### config.mk
export PLATFORM = sky130hd
export DESIGN_NAME = fp_mul
export DESIGN_NICKNAME = d
export VERILOG_FILES = /design/src/rtl/fp_mul_pkg.sv /design/src/rtl/fp_mul_mul_serial.sv /design/src/rtl/fp_mul.sv
export SDC_FILE = /design/constraint.sdc
export NUM_CORES = 1
export LEC_CHECK = 0
export BUFFER_PORTS_ARGS = -buffer_cell sky130_fd_sc_hd__buf_2
export CAP_MARGIN = 0
export CORE_AREA = 2 2 139 114
export CTS_CLUSTER_SIZE = 10
export DETAILED_ROUTE_END_ITERATION = 10
export DIE_AREA = 0 0 141 116
export HOLD_SLACK_MARGIN = 0.05
export PLACE_DENSITY = 0.85
export SYNTH_ARGS = -nofsm -noshare
export SYNTH_HDL_FRONTEND = slang
export SYNTH_SLANG_ARGS = --single-unit
export TNS_END_PERCENT = 50
### constraint.sdc
create_clock -name clk -period 17.6 [get_ports clk]
set_clock_uncertainty 0.1 [all_clocks]
set_input_delay 5.28 -clock clk [delete_from_list [all_inputs] [get_ports clk]]
set_output_delay 5.28 -clock clk [all_outputs]
set_load 0.05 [all_outputs]
### src/rtl/fp_mul_pkg.sv
// Shared definitions for the single-precision multiplier: IEEE-754 field
// widths and constants, operand classes and the control FSM encoding.
package fp_mul_pkg;

  localparam int EXP_W  = 8;
  localparam int FRAC_W = 23;
  localparam int MANT_W = FRAC_W + 1;

  localparam int          FP_BIAS    = 127;
  localparam int          FP_EXP_MAX = 255;
  localparam logic [31:0] FP_QNAN    = 32'h7FC0_0000;

  // One edge to capture, MANT_W multiply steps, then NORM and PACK.
  localparam int FP_LATENCY = MANT_W + 2;

  // Control FSM. DONE behaves exactly like IDLE but marks a valid result.
  typedef enum logic [2:0] {
    ST_IDLE = 3'd0,
    ST_MUL  = 3'd1,
    ST_NORM = 3'd2,
    ST_PACK = 3'd3,
    ST_DONE = 3'd4
  } state_t;

  // Operand-pair class, decided once at capture time.
  typedef enum logic [1:0] {
    CLS_NORMAL = 2'd0,
    CLS_ZERO   = 2'd1,
    CLS_INF    = 2'd2,
    CLS_NAN    = 2'd3
  } cls_t;

endpackage

### src/rtl/fp_mul_mul_serial.sv
// Unsigned DATA_W x DATA_W shift-add multiplier, one multiplier bit per cycle,
// LSB first. The multiplier sits in the low half of the accumulator and is
// shifted out as partial sums are shifted in from the top.
// Handshake: a start pulse (re)loads the operands at any time, aborting any
// step sequence in progress; done is low for exactly DATA_W cycles after the
// loading edge, and product is valid and stable whenever done is high.
module mul_serial #(
  parameter int DATA_W = 24
) (
  input  logic                clk,
  input  logic                rst,
  input  logic                start,
  input  logic [DATA_W-1:0]   a,
  input  logic [DATA_W-1:0]   b,
  output logic                done,
  output logic [2*DATA_W-1:0] product
);

  localparam int CNT_W = $clog2(DATA_W);
  localparam logic [CNT_W-1:0] CNT_LAST = CNT_W'(DATA_W - 1);

  logic [2*DATA_W-1:0] acc_q, acc_d;
  logic [DATA_W-1:0]   mcand_q, mcand_d;
  logic [CNT_W-1:0]    cnt_q, cnt_d;
  logic                busy_q, busy_d;
  logic [DATA_W:0]     sum;

  // Next-state: load on start, otherwise one add-and-shift step while busy.
  always_comb begin
    acc_d   = acc_q;
    mcand_d = mcand_q;
    cnt_d   = cnt_q;
    busy_d  = busy_q;
    sum     = {1'b0, acc_q[2*DATA_W-1:DATA_W]} +
              (acc_q[0] ? {1'b0, mcand_q} : '0);
    if (start) begin
      acc_d   = {{DATA_W{1'b0}}, b};
      mcand_d = a;
      cnt_d   = '0;
      busy_d  = 1'b1;
    end else if (busy_q) begin
      acc_d = {sum, acc_q[DATA_W-1:1]};
      cnt_d = cnt_q + 1'b1;
      if (cnt_q == CNT_LAST) begin
        busy_d = 1'b0;
      end
    end
  end

  // State registers.
  always_ff @(posedge clk or posedge rst) begin
    if (rst) begin
      acc_q   <= '0;
      mcand_q <= '0;
      cnt_q   <= '0;
      busy_q  <= 1'b0;
    end else begin
      acc_q   <= acc_d;
      mcand_q <= mcand_d;
      cnt_q   <= cnt_d;
      busy_q  <= busy_d;
    end
  end

  assign done    = ~busy_q;
  assign product = acc_q;

endmodule

### src/rtl/fp_mul.sv
// IEEE-754 single-precision multiplier with a fixed-latency start/done
// interface. Unpack and special-case detection happen on the start edge,
// the mantissa product comes from the serial multiplier, then one cycle each
// for normalize and round/pack. Denormal inputs are flushed to zero.
// Handshake: start is a one-cycle pulse sampled on an edge (E0); done drops
// after E0 and rises on E0+LATENCY with res/flags valid; they then hold until
// the next start. A start while busy aborts and restarts the operation.
module fp_mul
  import fp_mul_pkg::*;
#(
  parameter int LATENCY = FP_LATENCY
) (
  input  logic        clk,
  input  logic        rst,
  input  logic        start,
  output logic        done,
  input  logic [31:0] op_a,
  input  logic [31:0] op_b,
  output logic        overflow,
  output logic        underflow,
  output logic        exception,
  output logic [31:0] res,
  output state_t      dbg_state
);

  localparam logic [4:0]        MUL_LAST  = 5'(LATENCY - 3);
  localparam logic signed [9:0] EXP_MAX_S = 10'(FP_EXP_MAX);

  // Operand unpack (combinational, only used on the start edge).
  logic [EXP_W-1:0]  ea, eb;
  logic [FRAC_W-1:0] fa, fb;
  logic [MANT_W-1:0] ma, mb;
  logic              a_zero, b_zero, a_inf, b_inf, a_nan, b_nan;
  logic signed [9:0] exp_start;
  cls_t              cls_start;

  assign ea = op_a[30:23];
  assign eb = op_b[30:23];
  assign fa = op_a[22:0];
  assign fb = op_b[22:0];
  assign a_zero = (ea == '0);
  assign b_zero = (eb == '0);
  assign a_inf  = (ea == '1) && (fa == '0);
  assign b_inf  = (eb == '1) && (fb == '0);
  assign a_nan  = (ea == '1) && (fa != '0);
  assign b_nan  = (eb == '1) && (fb != '0);
  assign ma = a_zero ? '0 : {1'b1, fa};
  assign mb = b_zero ? '0 : {1'b1, fb};
  assign exp_start = 10'(ea) + 10'(eb) - 10'(FP_BIAS);

  // Operand-pair class, in priority order: NaN beats inf beats zero.
  always_comb begin
    cls_start = CLS_NORMAL;
    if (a_nan || b_nan || (a_inf && b_zero) || (a_zero && b_inf)) begin
      cls_start = CLS_NAN;
    end else if (a_inf || b_inf) begin
      cls_start = CLS_INF;
    end else if (a_zero || b_zero) begin
      cls_start = CLS_ZERO;
    end
  end

  logic                    mul_done;
  logic [2*MANT_W-1:0]     product;

  mul_serial #(.DATA_W(MANT_W)) u_mul (
    .clk     (clk),
    .rst     (rst),
    .start   (start),
    .a       (ma),
    .b       (mb),
    .done    (mul_done),
    .product (product)
  );

  state_t            state_q, state_d;
  logic [4:0]        cnt_q, cnt_d;
  logic              sign_q, sign_d;
  logic signed [9:0] exp_q, exp_d;
  cls_t              cls_q, cls_d;
  logic [FRAC_W-1:0] mant_q, mant_d;
  logic              guard_q, guard_d;
  logic              sticky_q, sticky_d;
  logic [31:0]       res_q, res_d;
  logic              ovf_q, ovf_d;
  logic              unf_q, unf_d;
  logic              exc_q, exc_d;

  logic              round_inc;
  logic [MANT_W-1:0] mant_r;
  logic signed [9:0] exp_r;
  logic [FRAC_W-1:0] frac_r;

  // FSM next state plus the normalize and round/pack datapath.
  always_comb begin
    state_d   = state_q;
    cnt_d     = cnt_q;
    sign_d    = sign_q;
    exp_d     = exp_q;
    cls_d     = cls_q;
    mant_d    = mant_q;
    guard_d   = guard_q;
    sticky_d  = sticky_q;
    res_d     = res_q;
    ovf_d     = ovf_q;
    unf_d     = unf_q;
    exc_d     = exc_q;
    round_inc = guard_q & (sticky_q | mant_q[0]);
    mant_r    = {1'b0, mant_q} + {{(MANT_W-1){1'b0}}, round_inc};
    exp_r     = exp_q + $signed({9'b0, mant_r[MANT_W-1]});
    frac_r    = mant_r[MANT_W-1] ? '0 : mant_r[FRAC_W-1:0];

    case (state_q)
      ST_MUL: begin
        cnt_d = cnt_q + 5'd1;
        if (cnt_q == MUL_LAST) begin
          state_d = ST_NORM;
        end
      end
      ST_NORM: begin
        if (mul_done) begin
          if (product[47]) begin
            mant_d   = product[46:24];
            guard_d  = product[23];
            sticky_d = |product[22:0];
            exp_d    = exp_q + 10'sd1;
          end else begin
            mant_d   = product[45:23];
            guard_d  = product[22];
            sticky_d = |product[21:0];
          end
          state_d = ST_PACK;
        end
      end
      ST_PACK: begin
        state_d = ST_DONE;
        case (cls_q)
          CLS_NAN: begin
            res_d = FP_QNAN;
            exc_d = 1'b1;
          end
          CLS_INF:  res_d = {sign_q, 8'hFF, 23'b0};
          CLS_ZERO: res_d = {sign_q, 31'b0};
          default: begin
            if (exp_r >= EXP_MAX_S) begin
              res_d = {sign_q, 8'hFF, 23'b0};
              ovf_d = 1'b1;
            end else if (exp_r <= 10'sd0) begin
              res_d = {sign_q, 31'b0};
              unf_d = 1'b1;
            end else begin
              res_d = {sign_q, exp_r[7:0], frac_r};
            end
          end
        endcase
      end
      default: ;
    endcase

    if (start) begin
      state_d = ST_MUL;
      cnt_d   = '0;
      sign_d  = op_a[31] ^ op_b[31];
      exp_d   = exp_start;
      cls_d   = cls_start;
      ovf_d   = 1'b0;
      unf_d   = 1'b0;
      exc_d   = 1'b0;
    end
  end

  // State and result registers.
  always_ff @(posedge clk or posedge rst) begin
    if (rst) begin
      state_q  <= ST_IDLE;
      cnt_q    <= '0;
      sign_q   <= 1'b0;
      exp_q    <= '0;
      cls_q    <= CLS_NORMAL;
      mant_q   <= '0;
      guard_q  <= 1'b0;
      sticky_q <= 1'b0;
      res_q    <= '0;
      ovf_q    <= 1'b0;
      unf_q    <= 1'b0;
      exc_q    <= 1'b0;
    end else begin
      state_q  <= state_d;
      cnt_q    <= cnt_d;
      sign_q   <= sign_d;
      exp_q    <= exp_d;
      cls_q    <= cls_d;
      mant_q   <= mant_d;
      guard_q  <= guard_d;
      sticky_q <= sticky_d;
      res_q    <= res_d;
      ovf_q    <= ovf_d;
      unf_q    <= unf_d;
      exc_q    <= exc_d;
    end
  end

  assign done      = (state_q == ST_IDLE) || (state_q == ST_DONE);
  assign res       = res_q;
  assign overflow  = ovf_q;
  assign underflow = unf_q;
  assign exception = exc_q;
  assign dbg_state = state_q;

endmodule

# Word level (Yosys, flattened, before mapping)
# Index checks and enable logic that the tools add are counted.
totals:
  word_cells: 125
  reg_bits: 159
  out_inout_bits: 39
op_classes:
  mux: 42
  n_lt_le_gt_ge: 2
  bitwise: 4
  n_eq_ne: 16
  add_sub_neg: 8
  n_reduce_logical: 37
op_table:
  columns: ["operator", "count"]
  rows:
  - ["$mux W48", 2]
  - ["$pmux W32 S3", 1]
  - ["$mux W24", 3]
  - ["$mux W31", 2]
  - ["$logic_not A23 Y1", 2]
  - ["$mux W23", 2]
  - ["$reduce_bool A23 Y1", 2]
  - ["$mux W10", 4]
  - ["$add A24 B25 Y25", 1]
  - ["$add A23 B1 Y24", 1]
  - ["$reduce_or A23 Y1", 1]
  - ["$reduce_or A22 Y1", 1]
  - ["$mux W5", 4]
  - ["$mux W1", 18]
  - ["$eq A8 B8 Y1 const B", 2]
  - ["$logic_not A8 Y1", 2]
  - ["$reduce_bool A2 Y1", 8]
  - ["$add A10 B2 Y10", 1]
  - ["$add A10 B2 Y10 const B", 1]
  - ["$add A5 B1 Y5 const B", 2]
  - ["$eq A5 B5 Y1 const B", 2]
  - ["$ge A10 B9 Y1 const B", 1]
  - ["$le A10 B1 Y1 const B", 1]
  - ["$sub A9 B7 Y10 const B", 1]
  - ["other kinds (24)", 44]

# Logic depth before layout (Yosys ltp)
# Gate-level depths: netlist of run 1.
logic_depth:
  depth_word: 10
  ltp_mapped: 17

# Cells and area by module
# From an unflattened synthesis of run 1, not the netlist that was laid out.
unflattened:
  hier_cells: 1035
  area_unflattened_um2: 9809.4
by_module_without_submodules:
  columns: ["mod", "cells_each", "n_inst", "area_per_inst_um2", "seq_area_each_um2"]
  rows:
  - ["fp_mul", 591, 1, 5341.4, 2026.9]
  - ["mul_serial", 444, 1, 4468.0, 1951.9]

# Worst setup path before layout of run 1
# Ideal clock, no wire load.
synth_timing:
  path_kind: "input port to flip-flop"
  startpoint: "input op_a[24]"
  endpoint: "register exp_q[9]"
  path_buffers: 0
  setup_ps: 101
  setup_slack_ps: 10374
  t_arrival_ps: 7025
  cell_stages: 10
  path_cell_list: "ha_1 > ha_1 > fa_1 > a21oi_1 > nor2_1 > nor2_1 > o21bai_1 > a21oi_1 > nor2b_1 > o32ai_1"
synth_via:
  elab_chain_len: 3
synth_rtl:
  columns: ["element", "line", "rtl"]
  rows:
  - ["start: declaration", "fp_mul.sv:17", "input logic [31:0] op_a,"]
  - ["$add A8 B8 Y9", "fp_mul.sv:49", "assign exp_start = 10'(ea) + 10'(eb) - 10'(FP_BIAS);"]
  - ["$sub A9 B7 Y10", "fp_mul.sv:49", null]
  - ["$mux W10", "fp_mul.sv:160", "if (start) begin"]
  - ["end signal: assignment", "fp_mul.sv:191", "exp_q <= exp_d;"]
  - ["end: declaration", "fp_mul.sv:79", "logic signed [9:0] exp_q, exp_d;"]
# No other way between the ends.
# A chain may end at the register's enable or synchronous reset.

# Worst setup path after layout of run 1
layout_timing:
  startpoint: "input start"
  endpoint: "register u_mul.acc_q[32] (netlist: u_mul.product[32])"
layout_via:
  elab_chain_len: 1
  word_cells_on_any_way: 2
  cone_classes: "mux (1); reduce/logical (1)"
layout_rtl:
  columns: ["element", "line", "rtl"]
  rows:
  - ["start: declaration", "fp_mul.sv:15", "input logic start,"]
  - ["$mux W48 / $reduce_bool A2 Y1 (equally long branches)", null, null]
  - ["end signal: assignment", "fp_mul_mul_serial.sv:53", "acc_q <= '0;"]
  - ["end signal: assignment", "fp_mul_mul_serial.sv:58", "acc_q <= acc_d;"]
  - ["end: declaration", "fp_mul_mul_serial.sv:22", "logic [2*DATA_W-1:0] acc_q, acc_d;"]
# Parallel ways exist; a longest one is shown, timed or not.

==> results of run 1 <==
## synth_stat cells (25+ instances only)
library cell  number  area share
xor2_1            34       0.032
inv_1             44       0.017
nand2_1          104       0.041
mux2i_1           62       0.066
xnor2_1           37       0.034
ha_1              45       0.060
nor2_1            96       0.038
clkbuf_1          48       0.019
o22ai_1           54       0.036
and2_1            25       0.017
dfrtp_1          159        0.42
a21oi_1           58       0.031
## flip-flops by register name (all words and copies together), names as in the netlist, 2 cells and up
register / count
u_mul.cnt_q: 5
res: 32
u_mul.mcand_q: 24
exp_q: 10
u_mul.product: 48
cls_q: 2
mant_q: 23
dbg_state: 3
cnt_q: 5
## final timing paths
| path | endpoint | depth (start not counted) | start |
|---|---|---|---|
| hold reg to reg | res[10]$_DFFE_PP0P_ | 2 | res[10]$_DFFE_PP0P_ |
| hold / removal | res[10]$_DFFE_PP0P_ | 2 | res[10]$_DFFE_PP0P_ |
| max in group asynchronous | u_mul.product[25]$_DFFE_PP0P_ | 3 | rst |
| min in group asynchronous | res[30]$_DFFE_PP0P_ | 2 | rst |
| setup reg to reg | res[11]$_DFFE_PP0P_ | 13 | guard_q$_DFFE_PP0P_ |
| setup / recovery | u_mul.product[32]$_DFFE_PP0P_ | 5 | start |
## per-layer routing
metal | share of wire | vias up | track usage
li1 | - | 3795 | -
met1 | 0.49 | 3585 | 0.413
met2 | 0.44 | 272 | 0.414
met3 | 0.064 | 19 | 0.0545
met4 | 0.010 | 0 | 0.0780
met5 | 0 | - | 0
## cells by family after synthesis
logic type      after synthesis
mux                          62
compound gates              224
buf+inv                     100
flops                       159
xor+xnor                     72
simple gates                350
fa+ha+maj                    47
## report_power, final
part | internal [mW] | leakage (nW) | switching, mW
Combinational | 0.0734 | 2.76 | 0.105
Clock | 0.248 | 0.307 | 0.160
Sequential | 0.395 | 2.06 | 0.0368
## metrics by stage
step	util	cell area [um^2]	instances	hold WS, ns
floorplan	-	9440	1014	0.368
global placement	0.675	10000	1259	0.349
detailed placement	0.675	10000	1259	0.366
CTS	0.719	10700	1291	0.381
global route	0.719	10700	1291	0.398
finish	0.719	10700	1291	0.375
## layout make-up
type                            instances  area, um^2  area share
Inverter                               44         170      0.0159
Timing Repair Buffer                  112         581      0.0544
Clock buffer                           19         453      0.0424
Multi-Input combinational cell        755        5060       0.474
Sequential cell                       159        3980       0.373
Tap cell                              189         236      0.0221
Clock inverter                         13         199      0.0186
## critical path, stage by stage
cell and delay [ns]:
buf_4 0.36, buf_4 0.88, nor2_1 0.12, and3_1 0.22, or4_1 0.51
==> flow_summary_export.csv, run 1 <==
group,metric,value,unit
synthesis,synthesized_instance_count,1014,
die,start_util,0.635,
die,design.die.area,16400,um^2
placement,place.gp.congestion,0.912,
worst_setup_path,critical_path_peak_fanout,119,
timing,timing_hold_violations_final,0,
routing,detail_route.iter0.violations,524,
die,floorplan.core_area,14900,um^2
synthesis,synth_compound_area_frac,0.160,
layout,layout.cells.most_common_list,"dfrtp_1, nand2_1, buf_2, nor2_1, mux2i_1",
clocking,clkSlewWorstSetupHoldPaths,0.07,ns
worst_setup_path,critical_path_required,17.81,ns
die,die_h,116,um
timing,rsz0062_at_grt,"no",
worst_setup_path,rrSetupSlack,12.94,ns
synthesis,synth_top_family_by_area,"simple AND/OR/NAND/NOR gates",
timing,totalNegativeSetupSlack,0,ns
clocking,cts.path.max_buffers,2,
timing,normalized_max_slew_margin,0.305,
clocking,cts-hold-fix-buffers,0,
global_route,grt_usage,0.276,
layout,finish.net_count,1203,
clocking,h-tree-depth,4,
global_route,antenna_violations_before_repair,0,
worst_setup_path,startpoint_class_of_the_critical_path,"input port",
synthesis,synthesis_stage_register_bit_count,159,
routing,detail_route.first_pass.iterations,6,
power,static-leakage-power,5.13,nW
timing,maxSlewViolCount,0,
global_route,grt_overflow,0,
timing,setup_slack,10.41,ns
routing,detail_route.drc_violations,0,
hold_path,min-delay-path-class,"reg -> reg",
layout,layout.cells.most_common,"dfrtp_1",
synthesis,synthSimpleGateAreaFrac,0.179,
synthesis,synth_top_flop_cell,"dfrtp_1",
worst_setup_path,timing.critical_path.to_type,"flip-flop",
timing,fmaxAchievable,139,MHz
worst_setup_path,category_of_the_critical_setup_timing_path,"in -> reg",
synthesis,ys_warn_count,0,
synthesis,number_of_enable_type_register_cells_in_the_synthesized_netlist,0,
clocking,number_of_buffers_created_by_cts,17,
routing,vias,7671,
synthesis,xor_xnor_share_of_the_synthesized_area,0.0676,
synthesis,synth_nets,1128,
die,top_level_ports,106,
clocking,tritoncts,"built",
outcome,outcome,"finished, final reports clean",
die,num_rows,40,
clocking,clock_insertion_delay_worst_skew,0.44,ns
power,total_power,1.02,mW
layout,drive_gt1_frac,0.156,
die,die-width,141,um
placement,place_worst_setup_slack,9.97,ns
layout,area_delta_synth_final,13.2,%
worst_setup_path,worstPathArrival,7.39,ns
routing,drt-vias-per-instance,5.94,
synthesis,synth_mux_area_frac,0.0658,
routing,detail_route.wirelength,21400,um
synthesis,synth-seq-area-share,0.422,
routing,postRouteAntennaNets,0,
timing,worst_pin_slew,1.04,ns
placement,post-dp-hpwl,14700,um
power,vdd.ir_drop.worst,0.0752,mV
routing,routed_wire_length_per_instance,16.5,um
placement,port_buffers,105,
layout,layout.filler_cells,1102,
timing,report.final.setup_viol,0,
synthesis,yosys.cell_types.count,65,
synthesis,synthArstFlopShare,1.00,
job,cap_viol_max_count,0,
power,pwr_density_cell,95.3,nW/um^2
global_route,first_pass_grt_wire_length,36000,um
clocking,cts.sinks,159,
global_route,largest_net_degree_at_the_start_of_global_routing,120,
timing,timing.final.crit_share,0.409,
layout,diodes,0,
global_route,grt_pass1_vias,7101,
clocking,post_cts.repair.setup_buffers,0,
clocking,post_cts_resize_count,0,
timing,layout_min_cycle_time,7.19,ns
synthesis,summed_instance_area_of_the_synthesized_netlist,9440,um^2
clocking,cts_root_buffer,"clkbuf_16",
synthesis,synth_adder_area_share,0.0639,
synthesis,post_synthesis_area_per_instance,9.31,um^2
No activity file was read; power rests on OpenSTA's default activity.
==> run 2: changes to the inputs <==
--- a/config.mk
+++ b/config.mk
@@ -7,12 +7,12 @@
 export LEC_CHECK = 0
 export BUFFER_PORTS_ARGS = -buffer_cell sky130_fd_sc_hd__buf_2
 export CAP_MARGIN = 0
-export CORE_AREA = 2 2 139 114
+export CORE_AREA = 2 2 144 118
 export CTS_CLUSTER_SIZE = 10
 export DETAILED_ROUTE_END_ITERATION = 10
-export DIE_AREA = 0 0 141 116
+export DIE_AREA = 0 0 146 120
 export HOLD_SLACK_MARGIN = 0.05
-export PLACE_DENSITY = 0.85
+export PLACE_DENSITY = 0.8
 export SYNTH_ARGS = -nofsm -noshare
 export SYNTH_HDL_FRONTEND = slang
 export SYNTH_SLANG_ARGS = --single-unit
==> constraint.sdc (replaced) <==
create_clock -name clk -period 7 [get_ports clk]
set_clock_uncertainty 0.1 [all_clocks]
set_input_delay 2.1 -clock clk [delete_from_list [all_inputs] [get_ports clk]]
set_output_delay 2.1 -clock clk [all_outputs]
set_load 0.05 [all_outputs]
==> run 2 against run 1 <==
Non-clock buffer count rose by 1. Via count grew 0.56%. Clock power rose by 130%. Largest power group unchanged. First-iteration DRC count shrank 0.95%. Combinational power is 150% higher. Worst hold slack lost 0.0070 ns. Flip-flop and latch count stayed put. Critical path depth is 9 higher. Setup slack worse by 7.8 ns. Routed wire length fell by 1.1%. Highest routed layer unchanged. Core utilization fell by 6.0 points. Total power up 140%.
==> flow_summary_export.csv, run 2 (same netlist as run 1, synthesis figures left out) <==
group,metric,value,unit
outcome,outcome,"finished, final reports clean",
layout,area_delta_synth_final,13.0,%
global_route,global_route.usage.met2,0.370,
power,pwr_density_cell,231,nW/um^2
layout,layout.cells.most_common_list,"dfrtp_1, nand2_1, buf_2, nor2_1, mux2i_1",
placement,post-dp-hpwl,15000,um
clocking,h-tree-depth,4,
die,die-width,146,um
routing,drt-vias-per-instance,5.83,
clocking,clkSlewWorstSetupHoldPaths,0.07,ns
power,vdd.ir_drop.worst,0.172,mV
global_route,grt_usage,0.250,
global_route,largest_net_degree_at_the_start_of_global_routing,92,
timing,totalNegativeSetupSlack,0,ns
global_route,globalRouteMet3Util,0.0555,
power,static-leakage-power,5.11,nW
timing,report.final.setup_viol,0,
die,die_h,120,um
job,cap_viol_max_count,0,
routing,vias,7714,
layout,finish.net_count,1204,
clocking,number_of_buffers_created_by_cts,17,
routing,detail_route.drc_violations,0,
clocking,clock_insertion_delay_worst_skew,0.43,ns
worst_setup_path,startpoint_class_of_the_critical_path,"flip-flop",
clocking,cts.path.max_buffers,2,
timing,normalized_max_slew_margin,0.357,
timing,timing_hold_violations_final,0,
routing,routed_wire_length_per_instance,16.0,um
clocking,tritoncts,"built",
worst_setup_path,critical_path_peak_fanout,15,
global_route,grt_use_met1,0.377,
die,num_rows,42,
routing,detail_route.iter0.violations,519,
global_route,grt_busiest_layer,"met1",
timing,layout_min_cycle_time,4.36,ns
timing,finalHoldWorstSlack,0.368,ns
layout,layout.cells.most_common,"dfrtp_1",
clocking,cts-hold-fix-buffers,0,
routing,detail_route.wirelength,21100,um
routing,detail_route.first_pass.iterations,5,
timing,maxSlewViolCount,0,
routing,postRouteAntennaNets,0,
layout,final_cell_count_without_fillers,1323,
die,design.die.area,17500,um^2
die,floorplan.core_area,16200,um^2
timing,timing.final.crit_share,0.623,
die,start_util,0.583,
global_route,first_pass_grt_wire_length,35300,um
layout,diodes,0,
global_route,grt_pass1_vias,7046,
worst_setup_path,critical_path_required,7.23,ns
placement,place.gp.congestion,0.929,
worst_setup_path,timing.critical_path.to_type,"flip-flop",
clocking,cts_root_buffer,"clkbuf_16",
timing,fmaxAchievable,229,MHz
layout,max_ffs_per_register,48,
placement,dpl.cell_count,1291,
layout,drive_gt1_frac,0.156,
timing,rsz0062_at_grt,"no",
hold_path,min-delay-path-class,"reg -> reg",
clocking,post_cts.repair.setup_buffers,0,
worst_setup_path,category_of_the_critical_setup_timing_path,"reg -> reg",
worst_setup_path,worstPathArrival,4.59,ns
global_route,grt_overflow,0,
die,top_level_ports,106,
global_route,antenna_violations_before_repair,0,
clocking,post_cts_resize_count,0,
clocking,cts.sinks,159,
placement,port_buffers,105,
timing,worst_pin_slew,0.940,ns
-- run 2: cell types whose count changed in the layout (fill, tap and decap cells not counted), sizes merged --
cell      previous run  this run
buf                112       113
bufinv               4         2
clkbuf              19        18
clkinv               0         4
clkinvlp             4         3
-- run 2: area by class of cell --
type                       instances  area [um^2]
clock buffer                      18          429
sequential                       159         3980
timing repair buffer             113          588
inverter                          44          170
tap                              220          275
multi-input combinational        755         5060
fill                            1340         5520
clock inverter                    14          158
-- run 2: path summary, 6_finish.rpt --
check,startpoint,endpoint,slack [ns],cells after the start
hold / removal,res[31]$_DFFE_PP0P_,res[31]$_DFFE_PP0P_,0.37,2
setup reg to reg,guard_q$_DFFE_PP0P_,res[10]$_DFFE_PP0P_,2.64,14
setup / recovery,guard_q$_DFFE_PP0P_,res[10]$_DFFE_PP0P_,2.64,14
min in group asynchronous,rst,res[26]$_DFFE_PP0P_,1.67,2
max in group asynchronous,rst,u_mul.mcand_q[0]$_DFFE_PP0P_,4.01,3
hold reg to reg,res[31]$_DFFE_PP0P_,res[31]$_DFFE_PP0P_,0.37,2
-- run 2: metrics by stage --
stage	cell area (um^2)	power (mW)	util	setup WS, ns
6_report	10700	2.46	0.659	2.64
5_1_grt	10700	2.57	0.659	2.34
4_1_cts	10700	2.47	0.659	2.63
3_5_place_dp	10100	1.54	0.623	2.66
3_3_place_gp	10100	1.52	0.623	2.75
2_1_floorplan	9440	1.42	-	0.508
-- run 2: power breakdown --
group | total [mW] | internal [mW] | switching (mW)
Combinational | 0.443 | 0.184 | 0.259
Clock | 0.933 | 0.533 | 0.400
Sequential | 1.08 | 0.993 | 0.0921
Total | 2.46 | 1.71 | 0.751
-- run 2: per-layer routing --
| metal | vias up | part of all wire |
|---|---|---|
| met5 | - | 0 |
| met4 | 0 | 0.0082 |
| met3 | 14 | 0.071 |
| met2 | 268 | 0.43 |
| met1 | 3643 | 0.49 |
| li1 | 3789 | - |
-- run 2: critical path: stages, from the launching register on --
cell,delay [ns]
dfrtp_1,0.39
and2_1,0.16
nand3_1,0.15
nor3_2,0.46
nand3_1,0.19
nor2_1,0.23
ha_1,0.24
ha_1,0.31
nand4_1,0.14
xor2_1,0.18
a31oi_1,0.19
o41ai_1,0.11
or2_1,0.26
or4_1,0.77
o31ai_1,0.37
==> run 3: changes to the inputs <==
==> constraint.sdc (replaced) <==
create_clock -name clk -period 4.2 [get_ports clk]
set_clock_uncertainty 0.1 [all_clocks]
set_input_delay 1.26 -clock clk [delete_from_list [all_inputs] [get_ports clk]]
set_output_delay 1.26 -clock clk [all_outputs]
set_load 0.05 [all_outputs]
==> run 3 against run 2 <==
Sequential share of layout area shrank 0.19 points. Count of clock-buffer cells in the layout grew 3. Non-clock buffer count grew 4. Flip-flop and latch count is the same. Via count shrank 2.2%. Critical endpoint unchanged.
==> flow_summary_export.csv, run 3 (same netlist as run 1, synthesis figures left out) <==
group,metric,value,unit
outcome,outcome,"finished, final reports clean",
worst_setup_path,critical_path_peak_fanout,15,
clocking,cts.path.max_buffers,2,
placement,post_dp_cell_area,10100,um^2
global_route,antenna_violations_before_repair,0,
power,power.switching_fraction,0.292,
global_route,grt_usage,0.244,
worst_setup_path,setup.worst_path.start,"mant_q[7]$_DFFE_PP0P_",
die,num_rows,42,
power,p_seq_frac,0.446,
global_route,grt_overflow,0,
hold_path,hold_path_startpoint,"res[31]$_DFFE_PP0P_",
routing,detail_route.wirelength,20600,um
worst_setup_path,startpoint_class_of_the_critical_path,"flip-flop",
routing,vias,7544,
timing,setup_slack,0.388,ns
timing,finalHoldWorstSlack,0.375,ns
worst_setup_path,critical_path_required,4.43,ns
worst_setup_path,worstPathArrival,4.04,ns
layout,layout.cells.most_common_list,"dfrtp_1, nand2_1, buf_2, nor2_1, mux2i_1",
layout,finish.net_count,1208,
power,p_comb_frac,0.185,
worst_setup_path,slowest_stage,"dfrtp_1",
power,share_clk_of_total_power,0.370,
layout,layout.filler_cells,1368,
routing,detail_route.first_pass.iterations,5,
layout,finalInstanceArea,10700,um^2
layout,fin_util,0.662,
timing,maxSlewViolCount,0,
clocking,post_cts.repair.setup_buffers,0,
die,die_h,120,um
power,p_sw,1.18,mW
routing,drt-vias-per-instance,5.69,
clocking,tritoncts,"built",
placement,place_worst_setup_slack,0.339,ns
placement,dpl.cell_count,1295,
layout,final_cell_count_without_fillers,1325,
placement,place.gp.congestion,0.943,
die,die-width,146,um
timing,fmaxAchievable,262,MHz
worst_setup_path,worst-r2r-cell-count,14,
timing,totalNegativeSetupSlack,0,ns
global_route,grt_pass1_vias,6871,
timing,normalized_max_slew_margin,0.395,
clocking,cts.sinks,159,
layout,area_delta_synth_final,13.5,%
die,start_util,0.583,
layout,layout.cells.most_common,"dfrtp_1",
placement,post-dp-hpwl,15100,um
worst_setup_path,category_of_the_critical_setup_timing_path,"reg -> reg",
power,total_power,4.05,mW
clocking,clkSlewWorstSetupHoldPaths,0.06,ns
timing,timing.final.crit_share,0.908,
global_route,first_pass_grt_wire_length,34700,um
clocking,h-tree-depth,4,
timing,report.final.setup_viol,0,
hold_path,timing.hold.worst_path_depth,2,
die,top_level_ports,106,
power,static-leakage-power,5.13,nW
worst_setup_path,crit-reg2reg-launch,"mant_q[7]$_DFFE_PP0P_",
hold_path,min-delay-path-class,"reg -> reg",
die,design.die.area,17500,um^2
worst_setup_path,timing.critical_path.to_type,"flip-flop",
timing,layout_min_cycle_time,3.81,ns
power,vdd.ir_drop.worst,0.302,mV
layout,max_ffs_per_register,48,
timing,timing_hold_violations_final,0,
clocking,clock_insertion_delay_worst_skew,0.42,ns
timing,rsz0062_at_grt,"no",
worst_setup_path,rrSetupSlack,0.39,ns
layout,diodes,0,
power,pwr_density_cell,378,nW/um^2
placement,port_buffers,105,
clocking,cts_root_buffer,"clkbuf_16",
global_route,largest_net_degree_at_the_start_of_global_routing,114,
routing,routed_wire_length_per_instance,15.5,um
worst_setup_path,timing.critical_path.slowest_cell_delay,0.42,ns
job,cap_viol_max_count,0,
routing,detail_route.drc_violations,0,
die,floorplan.core_area,16200,um^2
worst_setup_path,worstPathCellList,"and3_1, and3_1, nand3_1, nor2_2, ha_1, ha_1, nand4_1, xor2_1, a31oi_1, o41ai_1, or2_1, or4_1, buf_4, o31ai_1",
routing,postRouteAntennaNets,0,
timing,worst_pin_slew,0.904,ns
routing,detail_route.iter0.violations,440,
power,power.internal,2.87,mW
clocking,number_of_buffers_created_by_cts,17,
layout,drive_gt1_frac,0.157,
[run 3: final cells by class]
type,instances,area (um^2),area share
Clock buffer,21,460,0.0430
Multi-Input combinational cell,755,5060,0.473
Clock inverter,9,111,0.0104
Sequential cell,159,3980,0.371
Timing Repair Buffer,117,656,0.0612
Tap cell,220,275,0.0257
Inverter,44,169,0.0158
[run 3: timing repair]
action / CTS / global route
endpoints found under the setup margin: 0 / 11
endpoints found under the hold margin: 0 / 0
hold buffers: 0 / 0
gates resized for setup: 0 / 1
[run 3: power groups by stage]
stage	Combinational [mW]	Clock, mW	Sequential, mW
global placement	0.729	0	1.82
CTS	0.749	1.52	1.80
detailed placement	0.743	0	1.83
floorplan	0.555	0	1.81
finish	0.749	1.50	1.81
global route	0.834	1.60	1.83
[run 3: worst paths after layout]
| path | end |
|---|---|
| worst max-delay path | res[10]$_DFFE_PP0P_ |
| worst min-delay path | res[31]$_DFFE_PP0P_ |
| worst max register to register | res[10]$_DFFE_PP0P_ |
| worst min register to register | res[31]$_DFFE_PP0P_ |
| max in group asynchronous | mant_q[12]$_DFFE_PP0P_ |
| min in group asynchronous | res[28]$_DFFE_PP0P_ |
[run 3: metal layers]
layer  wire, um  global-route usage
met5          0                   0
met4        150              0.0510
met3       1130              0.0468
met2       8580               0.345
met1      10700               0.388
[run 3: critical path: cells and delay by family, from the launching register on]
family	cells	cell delay [ns]
AO/OA/AOI/OAI	3	0.53
adder cells (fa/ha/maj)	2	0.51
XOR/XNOR	1	0.17
AND/OR/NAND/NOR	7	1.76
flip-flops	1	0.42
buffers and inverters	1	0.22
